===== src/rtl/pingpong_bram_pkg.sv =====
// Shared constants for the ping-pong feature-map store: bank indices and
// the read-latency legality check.
package pingpong_bram_pkg;
  localparam logic BANK0 = 1'b0;
  localparam logic BANK1 = 1'b1;

  function automatic bit rd_latency_ok(input int lat);
    return (lat == 1) || (lat == 2);
  endfunction
endpackage


===== src/rtl/pingpong_bram_if.sv =====
// Producer/consumer bus of the ping-pong store. The master drives strobes,
// the slave (the store) returns status and read data.
interface pingpong_bram_if #(
  parameter int RAM_WIDTH  = 8,
  parameter int ADDR_WIDTH = 4
);
  logic                  wr_en;
  logic [ADDR_WIDTH-1:0] wr_addr;
  logic [RAM_WIDTH-1:0]  wr_data;
  logic                  wr_done;
  logic                  wr_ready;
  logic                  wr_bank;
  logic                  rd_en;
  logic [ADDR_WIDTH-1:0] rd_addr;
  logic [RAM_WIDTH-1:0]  rd_data;
  logic                  rd_valid;
  logic                  rd_release;
  logic                  rd_ready;
  logic                  rd_bank;
  logic                  err;

  modport master (
    output wr_en, wr_addr, wr_data, wr_done, rd_en, rd_addr, rd_release,
    input  wr_ready, wr_bank, rd_data, rd_valid, rd_ready, rd_bank, err
  );
  modport slave (
    input  wr_en, wr_addr, wr_data, wr_done, rd_en, rd_addr, rd_release,
    output wr_ready, wr_bank, rd_data, rd_valid, rd_ready, rd_bank, err
  );
endinterface


===== src/rtl/pingpong_bram_bank.sv =====
// One simple-dual-port bank: synchronous write, registered read that holds
// its last word when not enabled. Storage is never reset.
module pingpong_bram_bank #(
  parameter int RAM_WIDTH  = 8,
  parameter int RAM_DEPTH  = 16,
  parameter int ADDR_WIDTH = 4
) (
  input  logic                  clk,
  input  logic                  wr_en,
  input  logic [ADDR_WIDTH-1:0] wr_addr,
  input  logic [RAM_WIDTH-1:0]  wr_data,
  input  logic                  rd_en,
  input  logic [ADDR_WIDTH-1:0] rd_addr,
  output logic [RAM_WIDTH-1:0]  rd_data
);
  logic [RAM_WIDTH-1:0] mem_q [RAM_DEPTH];
  logic [RAM_WIDTH-1:0] rd_data_q, rd_data_d;

  always_comb begin
    rd_data_d = rd_data_q;
    if (rd_en) rd_data_d = mem_q[rd_addr];
  end

  always_ff @(posedge clk) begin
    if (wr_en) mem_q[wr_addr] <= wr_data;
    rd_data_q <= rd_data_d;
  end

  assign rd_data = rd_data_q;
endmodule


===== src/rtl/pingpong_bram.sv =====
// Double-buffered feature-map store: producer fills one bank while the
// consumer drains the other; banks change hands on wr_done / rd_release.
module pingpong_bram
  import pingpong_bram_pkg::*;
#(
  parameter int RAM_WIDTH  = 8,
  parameter int RAM_DEPTH  = 16,
  parameter int ADDR_WIDTH = 4,
  parameter int RD_LATENCY = 1
) (
  input logic             clk,
  input logic             rst,
  pingpong_bram_if.slave  bus
);
  localparam int STAGES = RD_LATENCY;

  if (!rd_latency_ok(RD_LATENCY)) begin : g_bad_latency
    $error("pingpong_bram: RD_LATENCY must be 1 or 2");
  end

  logic [1:0]        full_q, full_d;
  logic              wr_sel_q, wr_sel_d, rd_sel_q, rd_sel_d;
  logic              rsel_q, rsel_d;
  logic              err_q, err_d;
  logic [STAGES:1]   vld_pipe_q, vld_pipe_d;
  logic              wr_ready, rd_ready, wr_fire, rd_fire;
  logic [RAM_WIDTH-1:0] bank_rd [2];
  logic [RAM_WIDTH-1:0] mux_data;

  assign wr_ready = !full_q[wr_sel_q];
  assign rd_ready = full_q[rd_sel_q];
  assign wr_fire  = bus.wr_en && wr_ready;
  assign rd_fire  = bus.rd_en && rd_ready;

  // wr_done and rd_release can only both be legal on opposite banks, so
  // applying them independently never collides on the same full bit.
  always_comb begin
    full_d   = full_q;
    wr_sel_d = wr_sel_q;
    rd_sel_d = rd_sel_q;
    if (bus.wr_done && wr_ready) begin
      full_d[wr_sel_q] = 1'b1;
      wr_sel_d         = !wr_sel_q;
    end
    if (bus.rd_release && rd_ready) begin
      full_d[rd_sel_q] = 1'b0;
      rd_sel_d         = !rd_sel_q;
    end
    err_d = err_q
          | (bus.wr_en      && !wr_ready) | (bus.wr_done    && !wr_ready)
          | (bus.rd_en      && !rd_ready) | (bus.rd_release && !rd_ready);
    rsel_d        = rd_fire ? rd_sel_q : rsel_q;
    vld_pipe_d[1] = rd_fire;
    for (int k = 2; k <= STAGES; k++) vld_pipe_d[k] = vld_pipe_q[k-1];
  end

  always_ff @(posedge clk) begin
    if (rst) begin
      full_q     <= '0;
      wr_sel_q   <= BANK0;
      rd_sel_q   <= BANK0;
      rsel_q     <= BANK0;
      err_q      <= 1'b0;
      vld_pipe_q <= '0;
    end else begin
      full_q     <= full_d;
      wr_sel_q   <= wr_sel_d;
      rd_sel_q   <= rd_sel_d;
      rsel_q     <= rsel_d;
      err_q      <= err_d;
      vld_pipe_q <= vld_pipe_d;
    end
  end

  for (genvar b = 0; b < 2; b++) begin : g_bank
    localparam logic BID = (b == 0) ? BANK0 : BANK1;
    pingpong_bram_bank #(
      .RAM_WIDTH(RAM_WIDTH), .RAM_DEPTH(RAM_DEPTH), .ADDR_WIDTH(ADDR_WIDTH)
    ) u_bank (
      .clk    (clk),
      .wr_en  (wr_fire && (wr_sel_q == BID)),
      .wr_addr(bus.wr_addr),
      .wr_data(bus.wr_data),
      .rd_en  (rd_fire && (rd_sel_q == BID)),
      .rd_addr(bus.rd_addr),
      .rd_data(bank_rd[b])
    );
  end

  // Bank registers only move on their own reads and rsel only on issue,
  // so this mux naturally holds the last delivered word.
  assign mux_data = (rsel_q == BANK1) ? bank_rd[1] : bank_rd[0];

  if (RD_LATENCY == 2) begin : g_out_reg
    logic [RAM_WIDTH-1:0] out_q, out_d;
    always_comb out_d = vld_pipe_q[1] ? mux_data : out_q;
    always_ff @(posedge clk) begin
      if (rst) out_q <= '0;
      else     out_q <= out_d;
    end
    assign bus.rd_data = out_q;
  end else begin : g_out_gate
    // Bank registers have no reset; mask them until a read has landed.
    logic seen_q, seen_d;
    always_comb seen_d = seen_q | vld_pipe_q[1];
    always_ff @(posedge clk) begin
      if (rst) seen_q <= 1'b0;
      else     seen_q <= seen_d;
    end
    assign bus.rd_data = seen_d ? mux_data : '0;
  end

  assign bus.rd_valid = vld_pipe_q[STAGES];
  assign bus.wr_ready = wr_ready;
  assign bus.rd_ready = rd_ready;
  assign bus.wr_bank  = wr_sel_q;
  assign bus.rd_bank  = rd_sel_q;
  assign bus.err      = err_q;
endmodule


===== src/flat_wrapper.sv =====
// flat-port wrapper written by rule: the top's interface ports become plain ports
module pingpong_bram_flat import pingpong_bram_pkg::*;
#(
  parameter int RAM_WIDTH  = 8,
  parameter int RAM_DEPTH  = 16,
  parameter int ADDR_WIDTH = 4,
  parameter int RD_LATENCY = 1
)
  (clk, rst, bus_wr_en, bus_wr_addr, bus_wr_data, bus_wr_done, bus_rd_en, bus_rd_addr, bus_rd_release, bus_wr_ready, bus_wr_bank, bus_rd_data, bus_rd_valid, bus_rd_ready, bus_rd_bank, bus_err);
  pingpong_bram_if #(.RAM_WIDTH(RAM_WIDTH), .ADDR_WIDTH(ADDR_WIDTH)) bus_i ();
  input logic clk;
  input logic rst;
  input wire logic [$bits(bus_i.wr_en)-1:0] bus_wr_en;
  input wire logic [$bits(bus_i.wr_addr)-1:0] bus_wr_addr;
  input wire logic [$bits(bus_i.wr_data)-1:0] bus_wr_data;
  input wire logic [$bits(bus_i.wr_done)-1:0] bus_wr_done;
  input wire logic [$bits(bus_i.rd_en)-1:0] bus_rd_en;
  input wire logic [$bits(bus_i.rd_addr)-1:0] bus_rd_addr;
  input wire logic [$bits(bus_i.rd_release)-1:0] bus_rd_release;
  output wire logic [$bits(bus_i.wr_ready)-1:0] bus_wr_ready;
  output wire logic [$bits(bus_i.wr_bank)-1:0] bus_wr_bank;
  output wire logic [$bits(bus_i.rd_data)-1:0] bus_rd_data;
  output wire logic [$bits(bus_i.rd_valid)-1:0] bus_rd_valid;
  output wire logic [$bits(bus_i.rd_ready)-1:0] bus_rd_ready;
  output wire logic [$bits(bus_i.rd_bank)-1:0] bus_rd_bank;
  output wire logic [$bits(bus_i.err)-1:0] bus_err;
  assign bus_i.wr_en = bus_wr_en;
  assign bus_i.wr_addr = bus_wr_addr;
  assign bus_i.wr_data = bus_wr_data;
  assign bus_i.wr_done = bus_wr_done;
  assign bus_i.rd_en = bus_rd_en;
  assign bus_i.rd_addr = bus_rd_addr;
  assign bus_i.rd_release = bus_rd_release;
  assign bus_wr_ready = bus_i.wr_ready;
  assign bus_wr_bank = bus_i.wr_bank;
  assign bus_rd_data = bus_i.rd_data;
  assign bus_rd_valid = bus_i.rd_valid;
  assign bus_rd_ready = bus_i.rd_ready;
  assign bus_rd_bank = bus_i.rd_bank;
  assign bus_err = bus_i.err;
  pingpong_bram #(.RAM_WIDTH(RAM_WIDTH), .RAM_DEPTH(RAM_DEPTH), .ADDR_WIDTH(ADDR_WIDTH), .RD_LATENCY(RD_LATENCY)) u_core (.clk(clk), .rst(rst), .bus(bus_i));
endmodule

===== config.mk =====
export PLATFORM = sky130hd
export DESIGN_NAME = pingpong_bram_flat
export DESIGN_NICKNAME = d
export VERILOG_FILES = /design/src/rtl/pingpong_bram_pkg.sv /design/src/rtl/pingpong_bram_if.sv /design/src/rtl/pingpong_bram_bank.sv /design/src/rtl/pingpong_bram.sv /design/src/flat_wrapper.sv
export SDC_FILE = /design/constraint.sdc
export NUM_CORES = 1
export LEC_CHECK = 0
export ABC_AREA = 1
export CAP_MARGIN = 20
export CORE_UTILIZATION = 61
export DETAILED_ROUTE_END_ITERATION = 7
export PLACE_DENSITY = 0.79
export SYNTH_ARGS = -nofsm -noshare
export SYNTH_HDL_FRONTEND = slang
export SYNTH_SLANG_ARGS = --single-unit

===== constraint.sdc =====
create_clock -name clk -period 2.2 [get_ports clk]
set_clock_uncertainty 0.1 [all_clocks]
set_input_delay 0.44 -clock clk [delete_from_list [all_inputs] [get_ports clk]]
set_output_delay 0.44 -clock clk [all_outputs]
set_load 0.05 [all_outputs]

## Yosys cells after proc, flatten, opt, wreduce, memory -nomap -nowiden

Memory sizes are Yosys's and may differ from the RTL's. A register that Yosys moved wholly into a read port is not among the register bits.
Index checks and enable logic that the tools add are counted.

- $lt $le $gt $ge: 4
- Reductions and logical operators: 18
- Bitwise operators: 10
- Multiplexer cells: 16

Operator list:

| kind | count |
|---|---|
| $mux W8 | 2 |
| $logic_and A1 B1 Y1 | 14 |
| $mux W1 | 10 |
| $or A1 B1 Y1 | 5 |
| $logic_not A1 Y1 | 4 |
| $lt A1 B2 Y1 const B | 2 |
| $mux W2 | 2 |
| $and A2 B2 Y2 | 1 |
| $demux W1 S1 | 2 |
| $ge A1 B1 Y1 const B | 2 |
| $not A1 Y1 | 2 |
| $not A2 Y2 | 1 |
| $or A2 B2 Y2 | 1 |

- Memories kept: 2
- Word-level logic and storage cells: 57
- Memory bits (writable): 256
- Register bits after elaboration: 8
- Bits of input ports: 22

Memories:

| name | words | bits a word | read ports | clocked after memory_dff | wr ports | RTL line | text |
|---|---|---|---|---|---|---|---|
| u_core.g_bank[0].u_bank.mem_q | 16 | 8 | 1 | 1 | 1 | pingpong_bram_bank.sv:16 | `logic [RAM_WIDTH-1:0] mem_q [RAM_DEPTH];` |
| u_core.g_bank[1].u_bank.mem_q | 16 | 8 | 1 | 1 | 1 | pingpong_bram_bank.sv:16 |  |

## Logic depth before layout (Yosys ltp)

- Depth after elaboration: 8
- Mapped depth: 9

## By module

Synthesis repeated with hierarchy kept, for this count alone.

- Cell total of the unflattened synthesis: 1,179
- Area, all modules: 12,175.4 um^2

Modules (own cells, without submodules):

| module | cells an instance | times used | area an instance (um^2) |
|---|---|---|---|
| pingpong_bram_bank | 551 | 2 | 5,846.9 |
| pingpong_bram | 77 | 1 | 481.7 |

## Worst setup path before layout

OpenSTA, ideal clock, no wires.

- Path type: reg-to-output
- Start point: reg u_core.wr_sel_q, in the netlist u_core.bus.wr_bank
- End point: out bus_wr_ready
- Data arrival time: 1.740 ns
- Cell stages (with the launch flop): 2
- Path slack: -0.080 ns
- Required time: 1.660 ns
- Path buffers: 0
- Cell sequence: dfxtp_1 > o21ai_0

- Cells in the longest elaborated chain, start to end: 3

RTL lines:

| element | RTL line | text |
|---|---|---|
| start, declared | pingpong_bram.sv:22 | `logic wr_sel_q, wr_sel_d, rd_sel_q, rd_sel_d;` |
| start signal, assigned | pingpong_bram.sv:67 | `wr_sel_q <= wr_sel_d;` |
| $mux W1 (not written as such) (2 in a row) | pingpong_bram.sv:30 | `assign wr_ready = !full_q[wr_sel_q];` |
| $logic_not A1 Y1 | pingpong_bram.sv:30 |  |
| end, declared | flat_wrapper.sv:20 | `output wire logic [$bits(bus_i.wr_ready)-1:0] bus_wr_ready;` |

No other way between the ends. The select of a mux whose other input is x is not followed.

## Worst setup path in the final report

- Start point: reg u_core.wr_sel_q, in the netlist u_core.bus.wr_bank
- End point: out bus_wr_bank

RTL lines:

| element | RTL line | text |
|---|---|---|
| end, declared | flat_wrapper.sv:21 | `output wire logic [$bits(bus_i.wr_bank)-1:0] bus_wr_bank;` |

No word-level cell between the ends.

==> key figures <==
Die
  • Die width: approximately 140 um
  • Die area: roughly 20,000 sq um
  • Starting Density: 0.622
  • Core ar.: ~20,000 sq um
  • Ports: 36
  • Num rows: between 50 and 60
  • Chip Height: 143 um

Yosys
  • Async SR Flop Fraction: 0
  • Synth Flop Type: edfxtp_1
  • Syn_area_per_cell: slightly above 10 sq um
  • Synth cell count leaders: nand2_1 (379), edfxtp_1 (272), inv_1 (207), nand3_1 (193), nor2_1 (50)
  • Top-count cell post-synth: nand2_1
  • Sequential area share after synthesis: 0.685
  • Share of the synthesized area in the top cell type: 0.672
  • Area share of fa/ha/maj cells after synthesis: 0
  • Synth top area cells: edfxtp_1 (67%), nand2_1 (12%), nand3_1 (7.9%), inv_1 (6.4%), nor2_1 (1.5%)
  • Synth Area in XOR/XNOR: 0
  • Yosys warnings: 0
  • Synth area leader: edfxtp_1
  • Register bit total from synthesis: 280
  • Multiplexer area fraction after synthesis: 0
  • Unique cell type count in the Yosys netlist: 16
  • Largest family of logic cells by synthesized area: simple AND/OR/NAND/NOR gates
  • Syn_nets: approximately 1,200
  • Simple-gate share of the synthesized area: 0.212
  • Synth Area in Compound Gates: 0.00762
  • Cell count after synthesis: roughly 1,200
  • Post-Syn Area: ~12,000 sq um
  • Number of flops mapped to enable cells by yosys: around 270

Drt
  • # DRC: 0
  • WL/cell: approximately 18 um
  • Initial DRC Count: around 1,300
  • First-pass DRT Iterations: 7
  • Via density: roughly 5.5
  • DRT Wirelength: ~27 mm
  • Detail Route Antenna Nets: 0
  • Vias: ~8,400

GRT
  • Initial antenna violation count: 0
  • Vias in the first global route: about 7,800
  • Gr ovfl total: 0
  • First-pass GRT wire length: roughly 42 mm
  • Total track usage: 0.279
  • Largest net degree at the start of global routing: 89

Timing
  • Endpoints failing hold: 0
  • Setup tns final: 0 ps
  • Pins over their slew limit: 0
  • Period utilisation layout: 0.935
  • # setup viols final: 0
  • RSZ-0062 raised after global routing: no
  • Rel. slew slack: 0.627
  • Slew of the pin with the lowest slew margin: between 500 and 600 ps
  • Minimum clock period after layout: around 2100 ps
  • Fmax: approximately 490 MHz

Cells and area
  • Layout filler cell count: between 1,000 and 1,500
  • Diodes inserted: 0
  • Final Util: 0.716
  • Number of nets in the layout: between 1,000 and 1,500
  • Layout area overhead: 15.0%
  • Layout cell share with drive strength beyond 1: 0.0875

Power and ir drop
  • Int Pwr: ~9.2 mW
  • Combinational Power Share: 0.072
  • Seq pwr share: 0.506
  • P_sw: 2.50 mW
  • Power Dens Cells: 840 nW/um^2
  • Switching part of the total power: 0.213
  • Clock share of power: 0.422
  • Lkg Pwr: 6.00 nW
  • VDD IR max: between 0.6 and 0.7 mV

Critical path
  • CP max stage cell: dlygate4sd2_1
  • Worst setup SP type: register
  • CP max FO: 7
  • Worst path max stage delay: 560 ps
  • Critical path, cell by cell: dlygate4sd2_1
  • Critical path capture point type: output pin
  • CP Class: register to output pin
  • R2R setup slack: 640 ps
  • Crit path buf inv count: 1
  • Critical path arrival: approximately 1500 ps
  • WP data required: around 1700 ps
  • CP top delay family: buffers and inverters

Clocking
  • TritonCTS buffer count: 27
  • CTS tree: yes
  • Number of post-CTS setup repair buffers: 0
  • Clock Path Buffers: 3
  • Clock Tree Root: clkbuf_16
  • CTS Hold Bufs: 0
  • Clk slew on worst S/H paths: roughly 60 ps
  • Htree depth: 1
  • Clk Latency, worst-skew pair: around 530 ps
  • CTS Sinks: 280

Flow run
  • Max Cap Viol: 0

Place
  • Final HPWL DP: between 15 and 20 mm
  • RD Place Congestion: slightly above 0.9
  • PortBufs: 35

Worst hold path
  • Min-delay worst type: register to register

Outcome
  • Status: finished, final reports clean
## cells by family after synthesis
| group | count (synthesis) |
|---|---|
| AOI/OAI and AO/OA | 18 |
| buffers and inverters | 264 |
| DFF | 280 |
| and+or+nand+nor | 622 |
## state kept, by name (all words and copies together) (netlist names)
| register | cells |
|---|---|
| u_core.rsel_q | 1 |
| u_core.g_out_gate.seen_q | 1 |
| u_core.full_q | 2 |
| u_core.bus.wr_bank | 1 |
| u_core.bus.rd_bank | 1 |
| u_core.bus.err | 1 |
| u_core.g_bank.u_bank.rd_data | 16 |
| u_core.bus.rd_valid | 1 |
| u_core.g_bank.u_bank.mem_q | 256 |
## layout by cell type (no fill, tap or decap)
master	count
bufinv_16	7
buf_4	52
clkinv_2	7
dfxtp_2	1
buf_12	14
nor2_2	1
edfxtp_1	272
clkdlybuf4s50_1	19
nand3_1	193
a21oi_1	12
dfxtp_1	7
clkbuf_1	7
inv_1	207
clkinv_1	3
dlygate4sd2_1	4
a211oi_1	1
clkbuf_16	27
o21ai_0	4
inv_2	1
nor2_1	49
buf_2	1
o21ai_1	1
nand2_1	379
## worst paths after layout
| path | startpoint | end | cells after the start |
|---|---|---|---|
| worst max-delay path | u_core.bus.wr_bank | bus_wr_bank | 1 |
| worst min-delay path | u_core.g_out_gate.seen_q | u_core.g_out_gate.seen_q | 2 |
| worst max register to register | u_core.bus.wr_bank | u_core.g_bank[0].u_bank.mem_q[4][3] | 5 |
| worst min register to register | u_core.g_out_gate.seen_q | u_core.g_out_gate.seen_q | 2 |
## layer usage
layer / wire length [um] / track usage
met1: 11200 / 0.398
met2: 12700 / 0.443
met3: 2600 / 0.0433
met4: 890 / 0.0917
met5: 0 / 0
## worst reg2reg max path, delay by kind of cell, from the launching register on
family,cells,cell delay (ps)
buffers and inverters,2,390
DFF,1,360
and+or+nand+nor,3,410
## power by group through the flow
stage	clock, mW	sequential, mW	combinational (mW)
after floorplan	0	6.06	0.474
after global routing	5.21	5.94	0.915
final	4.95	5.94	0.847
after detailed placement	0	6.05	0.837
after CTS	5.01	5.94	0.840
after global placement	0	6.05	0.821
## per-stage QoR
step / setup WS [ps] / cells / area (sq um) / hold WS, ps / power (mW)
2_1_floorplan: 12.6 / 1184 / 12200 / 374 / 6.54
3_3_place_gp: 38.8 / 1485 / 13000 / 401 / 6.87
3_5_place_dp: 19.4 / 1485 / 13000 / 437 / 6.89
4_1_cts: 53.3 / 1534 / 14000 / 442 / 11.8
5_1_grt: 79.1 / 1534 / 14000 / 467 / 12.1
6_report: 143 / 1534 / 14000 / 412 / 11.7
## area by class of cell
type                            count  area [sq um]  area share
Timing Repair Buffer               90           901      0.0645
Clock buffer                       34           702      0.0502
Sequential cell                   280          8330       0.596
Tap cell                          265           332      0.0237
Multi-Input combinational cell    640          2670       0.191
Clock inverter                     15           246      0.0176
Inverter                          210           791      0.0566
## repair_timing
item                       CTS  global route
setup endpoints to repair   12             6
pin swaps                    0             0
resized for setup            5             2
Power figures use the tool's default switching activity.
